[src/rtl/unary_add_multi.sv]
// unary_add_multi: multi-channel serial unary accumulator.
// Counts the 1s on N_CH unary input streams while read_or_write is low
// (saturating at 2^CNT_W-1 with a sticky overflow flag C). When
// read_or_write goes high it replays the count as a thermometer stream on
// dout and then pulses done. en=0 freezes everything and masks done.
module unary_add_multi #(
    parameter int N_CH  = 2,
    parameter int CNT_W = 6
) (
    input  logic            clk,
    input  logic            rst_n,
    input  logic            en,
    input  logic            read_or_write,
    input  logic [N_CH-1:0] din,
    output logic            dout,
    output logic            C,
    output logic            done
);

    // Five guard bits hold cnt + popcount(din) for up to 16 channels
    // without wrapping, so overflow can be seen before saturating.
    localparam int SUM_W = CNT_W + 5;
    localparam logic [SUM_W-1:0] CMAX = {5'b0, {CNT_W{1'b1}}};

    typedef enum logic [1:0] {
        IDLE = 2'd0,
        ACC  = 2'd1,
        EMIT = 2'd2,
        HOLD = 2'd3
    } state_t;

    state_t             state_q, state_d;
    logic [CNT_W-1:0]   cnt_q, cnt_d;
    logic [CNT_W-1:0]   rem_q, rem_d;
    logic               dout_q, dout_d;
    logic               c_q, c_d;
    logic               done_q, done_d;

    logic [SUM_W-1:0]   pop;
    logic [SUM_W-1:0]   sum;
    logic               sat;
    logic [CNT_W-1:0]   sat_cnt;

    // Population count of this cycle's inputs, added to the running count
    // (or to zero on the IDLE->ACC entry cycle), then clamped to CMAX.
    always_comb begin
        // NOTE: every combinational output gets a default before any branch,
        // so no path leaves a value unassigned and no latch is inferred.
        pop = '0;
        for (int i = 0; i < N_CH; i++) begin
            // NOTE: blocking '=' is right inside always_comb (values flow
            // top to bottom); clocked state below uses non-blocking '<='.
            pop = pop + SUM_W'(din[i]);
        end
        sum     = ((state_q == ACC) ? {5'b0, cnt_q} : '0) + pop;
        sat     = (sum > CMAX);
        sat_cnt = sat ? CMAX[CNT_W-1:0] : sum[CNT_W-1:0];
    end

    // Next-state and next-output logic; with en low everything holds and
    // done drops, so an en gap simply stretches the emitted pulse train.
    always_comb begin
        state_d = state_q;
        cnt_d   = cnt_q;
        rem_d   = rem_q;
        dout_d  = dout_q;
        c_d     = c_q;
        done_d  = 1'b0;
        if (en) begin
            unique case (state_q)
                IDLE: begin
                    dout_d = 1'b0;
                    if (!read_or_write) begin
                        cnt_d   = sat_cnt;
                        c_d     = 1'b0;
                        state_d = ACC;
                    end
                end
                ACC: begin
                    if (!read_or_write) begin
                        cnt_d = sat_cnt;
                        if (sat) c_d = 1'b1;
                    end else begin
                        rem_d   = cnt_q;
                        dout_d  = 1'b0;
                        state_d = EMIT;
                    end
                end
                EMIT: begin
                    if (!read_or_write) begin
                        // Abort: discard the sum without signalling done.
                        dout_d  = 1'b0;
                        cnt_d   = '0;
                        state_d = IDLE;
                    end else if (rem_q != '0) begin
                        dout_d = 1'b1;
                        rem_d  = rem_q - 1'b1;
                    end else begin
                        dout_d  = 1'b0;
                        done_d  = 1'b1;
                        state_d = HOLD;
                    end
                end
                HOLD: begin
                    dout_d = 1'b0;
                    if (!read_or_write) state_d = IDLE;
                end
                default: state_d = IDLE;
            endcase
        end
    end

    // State and datapath registers, cleared immediately by rst_n.
    always_ff @(posedge clk or negedge rst_n) begin
        if (!rst_n) begin
            state_q <= IDLE;
            cnt_q   <= '0;
            rem_q   <= '0;
            dout_q  <= 1'b0;
            c_q     <= 1'b0;
            done_q  <= 1'b0;
        end else begin
            state_q <= state_d;
            cnt_q   <= cnt_d;
            rem_q   <= rem_d;
            dout_q  <= dout_d;
            c_q     <= c_d;
            done_q  <= done_d;
        end
    end

    assign dout = dout_q;
    assign C    = c_q;
    assign done = done_q;

endmodule

[config.mk]
export PLATFORM = sky130hd
export DESIGN_NAME = unary_add_multi
export DESIGN_NICKNAME = d
export VERILOG_FILES = /design/src/rtl/unary_add_multi.sv
export SDC_FILE = /design/constraint.sdc
export NUM_CORES = 1
export LEC_CHECK = 0
export ABC_AREA = 1
export BUFFER_PORTS_ARGS = -buffer_cell sky130_fd_sc_hd__buf_2
export CORE_AREA = 2 2 49 51
export CTS_CLUSTER_DIAMETER = 100
export DETAILED_ROUTE_END_ITERATION = 10
export DIE_AREA = 0 0 51 53
export PLACE_DENSITY = 0.75
export SYNTH_ARGS = -nofsm -noshare
export SYNTH_HDL_FRONTEND = slang
export SYNTH_SLANG_ARGS = --single-unit
[constraint.sdc]
create_clock -name clk -period 2.1 [get_ports clk]
set_input_delay 0.105 -clock clk [delete_from_list [all_inputs] [get_ports clk]]
set_output_delay 0.105 -clock clk [all_outputs]
set_load 0.005 [all_outputs]
; After elaboration in Yosys (flattened, before gate mapping)
; Cells that the tools add are included.
[totals]
regBits = 17
in_bits = 6
wordCells = 62
[classes]
addsub = 3
n_lt_le_gt_ge = 1
n_eq_ne = 13
n_mux = 27
reduce_logical = 12
[ops]
columns = operator, n
row1 = 2-to-1 mux 6 bit, 7
row2 = one-hot mux 6 bit (2 select lines), 2
row3 = "inequality test 2 bit, second input constant", 9
row4 = AND reduction 5 bit, 3
row5 = 2-to-1 mux 1 bit, 10
row6 = 2-to-1 mux 2 bit, 5
row7 = one-hot mux 2 bit (4 select lines), 1
row8 = adder 6 x 2 -> 7 bit, 1
row9 = "> comparator 7 x 6 -> 1 bit, second input constant", 1
row10 = nonzero test 2 bit, 3
row11 = nonzero test 6 bit, 1
row12 = "subtractor 6 x 1 -> 6 bit, second input constant", 1
row13 = "== test 2 bit, second input constant", 2
row14 = AND reduction 4 bit, 1
row15 = OR reduction 2 bit, 2
row16 = "inequality test 3 bit, second input constant", 1
row17 = one-hot mux 1 bit (3 select lines), 1
row18 = adder 1 x 1 -> 2 bit, 1
row19 = "== test 2 x 1 -> 1 bit, second input constant", 1
row20 = logical NOT 2 bit, 1
row21 = one-hot mux 1 bit (2 select lines), 1
row22 = AND reduction 2 bit, 1

; Logic depth before layout (Yosys ltp)
; Gate-level depths: netlist of run 1.
[logic_depth]
word_depth = 7
ltp_mapped = 12

; Worst setup path after synthesis of run 1
; Ideal clock, no wire load.
[synth_timing]
path_type = reg-to-reg
start = register state_q[1]
end = register cnt_q[0]
setup_time_ns = 0.120
arrival_ns = 1.603
setup_slack_ns = 0.376
stages_incl_launch_ff = 12
n_path_buf = 0
path_cell_list = dfrtp_1 inv_2 nand2_2 nor2_1 fa_1 ha_1 inv_1 nor2_2 nand4_2 inv_2 o21ai_1 nand2_1
[synth_between]
elab_chain_cells = 7
[synth_rtl]
columns = element, line
row1 = from (decl), 32  ; state_t state_q, state_d;
row2 = from (signal assigned), 123  ; state_q <= state_d;
row3 = == test 2 x 1 -> 1 bit, "55, 70"
row4 = 2-to-1 mux 6 bit, 55  ; sum = ((state_q == ACC) ? {5'b0, cnt_q} : '0) + pop;
row5 = adder 6 x 2 -> 7 bit, 55
row6 = > comparator 7 x 6 -> 1 bit, 56  ; sat = (sum > CMAX);
row7 = 2-to-1 mux 6 bit, 57  ; sat_cnt = sat ? CMAX[CNT_W-1:0] : sum[CNT_W-1:0];
row8 = 2-to-1 mux 6 bit, "73, 80"
row9 = one-hot mux 6 bit (2 select lines), 70  ; unique case (state_q)
row10 = to (signal assigned), 124  ; cnt_q <= cnt_d;
row11 = to (decl), 33  ; logic [CNT_W-1:0] cnt_q, cnt_d;
; Parallel ways exist; a longest one is shown, timed or not. The select of a mux whose other input is x is not followed.
; A chain may end at the register's enable or synchronous reset.

; Worst setup path in the final report of run 1
[layout_timing]
start = register state_q[1]
end = register c_q (netlist: C)
[layout_between]
elab_chain_cells = 6
[layout_rtl]
columns = element, line
row1 = == test 2 x 1 -> 1 bit, "55, 70"
row2 = 2-to-1 mux 6 bit, 55
row3 = adder 6 x 2 -> 7 bit, 55
row4 = > comparator 7 x 6 -> 1 bit, 56
row5 = inequality test 2 bit (no line), -
row6 = AND reduction 5 bit (no line), -
row7 = to (signal assigned), 120  ; c_q <= 1'b0;
row8 = to (signal assigned), 127  ; c_q <= c_d;
row9 = to (decl), 36  ; logic c_q, c_d;
; Parallel ways exist; a longest one is shown, timed or not.

==> results.cfg, run 1 <==
[run_status]
status = finished clean

[setup_path]
critPathLaunchType = register
path_cells = inv_2 -> nand2_2 -> nor2_1 -> fa_1 -> ha_1 -> inv_1 -> nor2_2 -> nand4_2 -> nand2_1 -> nand2_1 -> nand2_1 -> nand2_1
cpMostUsedCell = nand2_1
cp-end-kind = register
worst-setup-path-type = register to register
cp.arrival_ps = 2100
crit_required_ps = 2300
slowest_delay_ps = 440
worstPathMaxFanout = 5
slowest_stage = dfrtp_1

[route]
drt-met1-wl_um = 1090
drc_errors = 0
met3_length_um = 40
wl_met2_um = 1050
first_pass_iters = 4
top_layer_used = met4
wirelength_um = 2200
ant_nets = 0
viasPerCell = 4.98
routedWlPerCell_um = 11.6
vias = 941
drt_iter0_drc = 15

[timing]
final_max_slew_viol_count = 0
worstMarginPinSlew_ps = 397
tns_ps = 0
period_minus_slack_ps = 1900
finalClockSkew_ps = 3.42
min_period_over_period = 0.904
fmax_mhz = 527
rsz0062_at_grt = false
hold_viol_final = 0
finalSetupViolations = 0
hold_slack_ps = 75.8
relSlewSlack = 0.735

[logic_synthesis]
yosysTopAreaCell = dfrtp_1
async_flop_share = 1.00
syn_area_um2 = 1070
synth_ff_type = dfrtp_1
yosysMostFrequentCell = nand2_1
synth-edff-count = 0
synth_common_cells = nand2_1 (52), dfrtp_1 (17), inv_1 (15)
syn_inst = 148
synth_top_area_frac = 0.397
synth_nets = 158
synth_area_leaders = dfrtp_1 (40%), nand2_1 (18%), inv_1 (5.3%), o21ai_0 (4.2%), nor2_1 (3.9%)
ys_seq_area_frac = 0.397
synth.distinct_cells = 25
yosys_warnings = 0
syn_avg_cell_area_um2 = 7.24
ys_ff_latch = 17

[global_routing]
grt_pass1_vias = 836
grt_pass1_wl_um = 3680
grt_max_degree = 18
gr-usage-all-layers = 0.186
grt_remaining_overflow = 0
grt_antenna_before_repair = 0

[power_and_ir_drop]
seqPwrFrac = 0.405
p_int_mw = 0.706
power_mw = 1.27
pwr-share-clk = 0.145
ir_worst_vdd_uv = 723
power_frac_comb = 0.450
powerDensity_nw_per_um2 = 1070
p_sw_mw = 0.567
power.leakage_nw = 0.626
p_sw_frac = 0.445

[cells_and_area]
layout.nets = 172
final_layout_size_suffix_gt1_frac = 0.161
fin_util = 0.552
antenna_cells = 0
syn_to_final_growth_pct = 10.6

[cts]
cts_resized = 0
cts.htree.levels = 1
cts_tree = done
cts.sinks = 17
clk_pin_slew_worst_paths_ps = 100
clk_latency_ps = 300
cts_buffers = 3
post_cts_buffers = 0
clockBufferDepth = 2
cts_hold_buffers = 1
cts_root_buffer = clkbuf_4

[floorplan]
dieHeight_um = 53
start_util = 0.499
die_w_um = 51
rows = 17
dieArea_um2 = 2700
core_um2 = 2150
io_pins = 9

[placed_design]
io_buffer_count = 8
routabilityCongestion = 0.815
dpl.hpwl_um = 1690

[job]
maxCapViolCount = 0

[min_path]
hold_path.class = input port to register
-- stage by stage --
step / cell area [µm²] / instances / worst slack (ps)
after global placement: 1150 / 184 / 299
after detailed placement: 1150 / 184 / 216
after floorplan: 1070 / 148 / 376
after global routing: 1180 / 189 / 10.9
after CTS: 1180 / 189 / 195
final: 1180 / 189 / 202
-- layout by cell type, fill, tap and decap left out, types with 2 or more instances in the layout --
| master | instances |
|---|---|
| ha_1 | 3 |
| o21ai_1 | 7 |
| inv_1 | 15 |
| clkbuf_4 | 3 |
| o21ai_0 | 9 |
| nand3_1 | 5 |
| xor2_1 | 2 |
| nand2_1 | 52 |
| nand4_2 | 2 |
| a21oi_1 | 4 |
| nor2_2 | 5 |
| dfrtp_1 | 17 |
| buf_2 | 8 |
| nor2_1 | 11 |
| inv_2 | 4 |
-- worst max-delay path: cells and delay by family, from the launching register on --
| kind | cells | cell delay (ps) |
|---|---|---|
| flip-flops | 1 | 440 |
| adder cells (fa/ha/maj) | 2 | 350 |
| AND/OR/NAND/NOR | 8 | 820 |
| buffers and inverters | 2 | 180 |
-- worst paths after layout --
kind                       depth (start not counted)                    to                    from  slack [ps]
setup reg to reg                                  12         C$_DFFE_PN0P_  state_q[1]$_DFFE_PN0P_         200
hold reg to reg                                    2         C$_DFFE_PN0P_           C$_DFFE_PN0P_         480
max in group asynchronous                          2  cnt_q[3]$_DFFE_PN0P_                   rst_n        1560
min in group asynchronous                          2  rem_q[5]$_DFFE_PN0P_                   rst_n         250
setup / recovery                                  12         C$_DFFE_PN0P_  state_q[1]$_DFFE_PN0P_         200
hold / removal                                     3        done$_DFF_PN0_                      en          80
-- cell type report --
class                           instances  area, µm²
Fill cell                             208        963
Inverter                               19       71.3
Timing Repair Buffer                   10       57.6
Tap cell                               28       35.0
Sequential cell                        17        425
Clock buffer                            4       26.3
Multi-Input combinational cell        111        569
-- power groups by stage --
| stage | Combinational (mW) | Clock [mW] | Sequential, mW |
|---|---|---|---|
| after floorplan | 0.443 | 0 | 0.501 |
| after global placement | 0.558 | 0 | 0.513 |
| after detailed placement | 0.572 | 0 | 0.521 |
| after CTS | 0.577 | 0.186 | 0.514 |
| after global routing | 0.661 | 0.207 | 0.531 |
| final | 0.573 | 0.184 | 0.516 |
-- cell families (layout without fill, tap and decap cells) --
| kind of cell | count (synthesis) | in the layout | share of synthesized area |
|---|---|---|---|
| simple gates | 81 | 81 | 0.340 |
| compound gates | 23 | 23 | 0.112 |
| buf+inv | 20 | 33 | 0.0712 |
| flops | 17 | 17 | 0.397 |
| fa+ha+maj | 4 | 4 | 0.0537 |
| xor+xnor | 2 | 2 | 0.0164 |
| mux | 1 | 1 | 0.00935 |
-- per-layer routing --
metal  vias up  GRT usage
met5         -          0
met4         0     0.0811
met3         2     0.0339
met2         7      0.323
met1       435      0.224
li1        497          -
-- flip-flops by register name, indices dropped and copies added (netlist names) --
| register | count |
|---|---|
| cnt_q | 6 |
| rem_q | 6 |
| state_q | 2 |
| C | 1 |
| done | 1 |
| dout | 1 |
Power figures use the tool's default switching activity.
==> run 2, diff against run 1 <==
CORE_AREA = 2 2 59 61   (was 2 2 49 51)
DIE_AREA = 0 0 61 63   (was 0 0 51 53)
PLACE_DENSITY = 0.57   (was 0.75)
==> run 2 against run 1 <==
- count of clock-buffer cells in the layout unchanged
- die area up 42%
- core utilization down 18 points
- clock power down 4%
- sequential share of layout area down 0.89 points
- fmax down 0.37%
- critical path depth unchanged
- power up 0.15%
- sequential power down 1%
- wire length up 1.5%
- hold slack better by 1.9 ps
- largest cell class unchanged
==> results.cfg, run 2 (synthesis results as in run 1) <==
[timing]
fin_ws_ps = 195
worstMarginPinSlew_ps = 405
final_max_slew_viol_count = 0
period_minus_slack_ps = 1910
rsz0062_at_grt = false
tns_ps = 0
hold_viol_final = 0
fmax_mhz = 525
finalSetupViolations = 0
min_period_over_period = 0.907
relSlewSlack = 0.730
finalClockSkew_ps = 0.909

[power_and_ir_drop]
powerDensity_nw_per_um2 = 1050
ir_worst_vdd_uv = 441
power.leakage_nw = 0.631

[floorplan]
rows = 21
core_um2 = 3230
dieHeight_um = 63
dieArea_um2 = 3840
io_pins = 9
start_util = 0.331
die_w_um = 61

[route]
drt_iter0_drc = 13
drc_errors = 0
vias = 934
viasPerCell = 4.49
wirelength_um = 2230
routedWlPerCell_um = 10.7
ant_nets = 0
first_pass_iters = 4

[placed_design]
routabilityCongestion = 0.853
io_buffer_count = 8
dpl.hpwl_um = 1740
post-place-ws_ps = 204
placedCellCount = 202

[setup_path]
slowest_delay_ps = 430
worstPathMaxFanout = 5
critPathLaunchType = register
path_cells = inv_2 -> nand2_2 -> nor2_1 -> fa_1 -> ha_1 -> inv_1 -> nor2_2 -> nand4_2 -> nand2_1 -> nand2_1 -> nand2_1 -> nand2_1
cpMostUsedCell = nand2_1
cp.arrival_ps = 2090
worst-setup-path-type = register to register
slowest_stage = dfrtp_1
cp-end-kind = register
crit_required_ps = 2290

[cells_and_area]
final_layout_size_suffix_gt1_frac = 0.167
layout_common_cells = nand2_1 (52), dfrtp_1 (17), inv_1 (15)
layout.nets = 173
mostFrequentLayoutCell = nand2_1
antenna_cells = 0
syn_to_final_growth_pct = 13.4
instances_no_fill = 208
largestRegisters = cnt_q: 6 flops, rem_q: 6 flops, state_q: 2 flops
fin_util = 0.376

[cts]
cts_buffers = 3
cts_resized = 0
cts_tree = done
cts.sinks = 17
cts_root_buffer = clkbuf_4
cts.htree.levels = 1
clk_latency_ps = 290
clockBufferDepth = 2
clk_pin_slew_worst_paths_ps = 100

[global_routing]
grt_pass1_wl_um = 4110
grt_pass1_vias = 964
grt_remaining_overflow = 0
gr-usage-all-layers = 0.140
grt_antenna_before_repair = 0
grt_max_degree = 18

[run_status]
status = finished clean

[job]
maxCapViolCount = 0

[min_path]
hold_path.class = input port to register
## run 2: area by class of cell
| cell class | count | area (µm²) |
|---|---|---|
| Fill cell | 354 | 2020 |
| Multi-Input combinational cell | 111 | 569 |
| Sequential cell | 17 | 425 |
| Inverter | 19 | 71.3 |
| Timing Repair Buffer | 11 | 65.1 |
| Tap cell | 46 | 57.6 |
| Clock buffer | 4 | 26.3 |
## run 2: worst max-delay path, delay by kind of cell (launching register included)
family | cells | cell delay [ps]
adder cells (fa/ha/maj) | 2 | 350
buffers and inverters | 2 | 190
flip-flops | 1 | 430
AND/OR/NAND/NOR | 8 | 830
## run 2: timing repair
action                                  in CTS  in global routing
endpoints found under the setup margin       0                  1
hold buffers                                 1                  0
hold endpoints to repair                    17                  0
setup buffers                                0                  1
## run 2: worst paths after layout
path	startpoint	end	slack, ps	cells after the start
max reg2reg	state_q[1]$_DFFE_PN0P_	C$_DFFE_PN0P_	190	12
max	state_q[1]$_DFFE_PN0P_	C$_DFFE_PN0P_	190	12
min	en	done$_DFF_PN0_	80	3
min reg2reg	C$_DFFE_PN0P_	C$_DFFE_PN0P_	480	2
max in group asynchronous	rst_n	rem_q[1]$_DFFE_PN0P_	1550	2
min in group asynchronous	rst_n	C$_DFFE_PN0P_	270	2
## run 2: per-layer routing
metal | routed length, µm | GRT usage | up-vias
met5 | 0 | 0 | -
met4 | 45 | 0.0571 | 0
met3 | 48 | 0.0186 | 5
met2 | 1050 | 0.218 | 11
met1 | 1100 | 0.191 | 419
li1 | - | - | 499
## run 2: per-stage QoR
step           cell area, µm²  hold slack, ps  power (mW)
3_5_place_dp             1170            61.7        1.09
3_3_place_gp             1170            59.0        1.08
2_1_floorplan            1070            -191       0.943
6_report                 1210            77.7        1.27
4_1_cts                  1210            62.4        1.28
5_1_grt                  1210            91.6        1.42
## run 2: power breakdown
part	switching, mW	internal (mW)
clock network	0.103	0.0738
registers	0.0872	0.423
logic	0.369	0.219
total	0.559	0.715
==> run 3, diff against run 2 <==
ABC_AREA = unset   (was 1)
CORE_AREA = 2 2 61 63   (was 2 2 59 61)
DIE_AREA = 0 0 63 65   (was 0 0 61 63)
PLACE_DENSITY = 0.56   (was 0.57)
SETUP_SLACK_MARGIN = 0.5   (was unset)
==> run 3 against run 2 <==
- cell area is 15% higher
- critical path type unchanged
- largest cell class unchanged
- register-to-register slack better by 120 ps
- sequential share of layout area is 4.5 points lower
- sequential power is 5.9% higher
- cell count is 7.7% lower
- clock skew is 10 ps higher
==> results.cfg, run 3 <==
[floorplan]
dieArea_um2 = 4100
io_pins = 9
start_util = 0.326
die_w_um = 63
rows = 22
dieHeight_um = 65
core_um2 = 3500

[cts]
cts.sinks = 17
cts.htree.levels = 1
cts_root_buffer = clkbuf_4
clk_latency_ps = 300
cts_buffers = 3
clockBufferDepth = 2
clk_pin_slew_worst_paths_ps = 90
cts_tree = done

[cells_and_area]
multi_input_comb_area_um2 = 726
largestRegisters = cnt_q: 6 flops, rem_q: 6 flops, state_q: 2 flops
instances_no_fill = 192
final_area_um2 = 1400
syn_to_final_growth_pct = 23.0
seqCellArea_um2 = 427
layout.nets = 155
final_layout_size_suffix_gt1_frac = 0.306
filler_cell_count = 366
antenna_cells = 0
layout_common_cells = dfrtp_1 (16), nand2_1 (14), a21oi_1 (10)
fin_util = 0.401
mostFrequentLayoutCell = dfrtp_1

[logic_synthesis]
syn_avg_cell_area_um2 = 8.90
synth-simple-area-share = 0.266
yosysTopAreaCell = dfrtp_1
synth_nets = 138
synth_mux_area_frac = 0.0176
syn_area_um2 = 1140
ys_seq_area_frac = 0.374
yosys_warnings = 0
yosysMostFrequentCell = dfrtp_1
synth_fa_ha_area_frac = 0.0505
synth-edff-count = 0
synth_ff_type = dfrtp_1
async_flop_share = 1.00
synth_common_cells = dfrtp_1 (17), nand2_1 (16), a21oi_1 (13)
syn_inst = 128
synth_top_family_by_area = simple AND/OR/NAND/NOR gates
synth_area_leaders = dfrtp_1 (37%), a21oi_1 (5.7%), nand2_1 (5.3%), ha_1 (3.3%), nor2_1 (3.0%)
synth_compound_area_frac = 0.235
synth.distinct_cells = 44
synth_xor_area_frac = 0
synth_top_area_frac = 0.374
ys_ff_latch = 17

[global_routing]
grt_pass1_wl_um = 4290
grt_max_degree = 20
met1_usage = 0.176
gr-usage-all-layers = 0.136
top_usage_layer = met2
grt_antenna_before_repair = 0
use_met3 = 0.0365
grt_remaining_overflow = 0
use_met2 = 0.219
grt_pass1_vias = 901

[timing]
rsz0062_at_grt = true
fmax_mhz = 561
finalSetupViolations = 0
final_max_slew_viol_count = 0
period_minus_slack_ps = 1780
tns_ps = 0
min_period_over_period = 0.849
hold_viol_final = 0
finalClockSkew_ps = 10.9
relSlewSlack = 0.647
worstMarginPinSlew_ps = 529

[route]
routedWlPerCell_um = 14.4
ant_nets = 0
drt_iter0_drc = 30
wirelength_um = 2760
viasPerCell = 5.18
first_pass_iters = 4
vias = 995
drc_errors = 0

[power_and_ir_drop]
ir_worst_vdd_uv = 692
power_mw = 1.53
power.leakage_nw = 0.627
powerDensity_nw_per_um2 = 1100

[setup_path]
worstPathMaxFanout = 5
critPathLaunchType = register
crit_required_ps = 2280
cp.arrival_ps = 1960
worst-setup-path-type = register to register
cp-end-kind = register

[run_status]
status = finished clean

[placed_design]
placedCellCount = 179
routabilityCongestion = 0.929
placed_cell_area_um2 = 1240
io_buffer_count = 8
dpl.hpwl_um = 1840

[job]
maxCapViolCount = 0

[min_path]
hold_path.class = input port to register
-- run 3: cell families (layout without fill, tap and decap cells) --
| logic type | count (synthesis) | after routing |
|---|---|---|
| muxes | 2 | 2 |
| buffers and inverters | 13 | 29 |
| adders and majority gates | 4 | 4 |
| DFF | 17 | 17 |
| and+or+nand+nor | 53 | 53 |
| AOI/OAI and AO/OA | 39 | 39 |
-- run 3: final cells by class --
class | instances | share of cell area
sequential | 17 | 0.305
timing repair buffer | 19 | 0.0974
inverter | 6 | 0.0179
tap | 48 | 0.0429
clock buffer | 4 | 0.0188
multi-input combinational | 98 | 0.518
-- run 3: where the power goes --
group	internal [mW]	switching, mW
clock	0.0740	0.104
sequential	0.419	0.121
combinational	0.396	0.421
-- run 3: worst max-delay path, stage by stage, from the launching register on --
cell     delay, ps
dfrtp_1        420
inv_4           80
nor2_4          30
and2_4         130
fa_2           360
ha_4           190
nand2_4         70
nor3_4          60
o32a_1         330
-- run 3: what timing repair did --
| action | CTS | global route |
|---|---|---|
| endpoints found under the setup margin | 11 | 11 |
| pin swaps | 7 | 7 |
| gates resized for setup | 5 | 12 |
| hold endpoints to repair | 17 | 0 |
| hold buffers | 1 | 0 |
| buffers inserted | 2 | 6 |
-- run 3: worst paths after layout --
| path | startpoint | to | slack [ps] | depth (start not counted) |
|---|---|---|---|---|
| setup / recovery | state_q[0]$_DFFE_PN0P_ | cnt_q[2]$_DFFE_PN0P_ | 320 | 8 |
| hold / removal | en | state_q[1]$_DFFE_PN0P_ | 180 | 3 |
| setup reg to reg | state_q[0]$_DFFE_PN0P_ | cnt_q[2]$_DFFE_PN0P_ | 320 | 8 |
| hold reg to reg | dout$_DFFE_PN0P_ | dout$_DFFE_PN0P_ | 500 | 1 |
| max in group asynchronous | rst_n | rem_q[0]$_DFFE_PN0P_ | 1540 | 2 |
| min in group asynchronous | rst_n | rem_q[2]$_DFFE_PN0P_ | 250 | 2 |
-- run 3: layer usage --
layer,wire length (µm),up-vias,part of all wire
met5,0,-,0
met3,102,7,0.037
li1,-,492,-
met2,1370,23,0.50
met4,27,0,0.0098
met1,1260,473,0.46
-- run 3: through the flow --
stage / hold WS, ps / setup slack, ps
3_5_place_dp: 56.4 / 288
2_1_floorplan: -191 / 153
6_report: 183 / 318
3_3_place_gp: 53.8 / 332
4_1_cts: 167 / 335
5_1_grt: 191 / 283
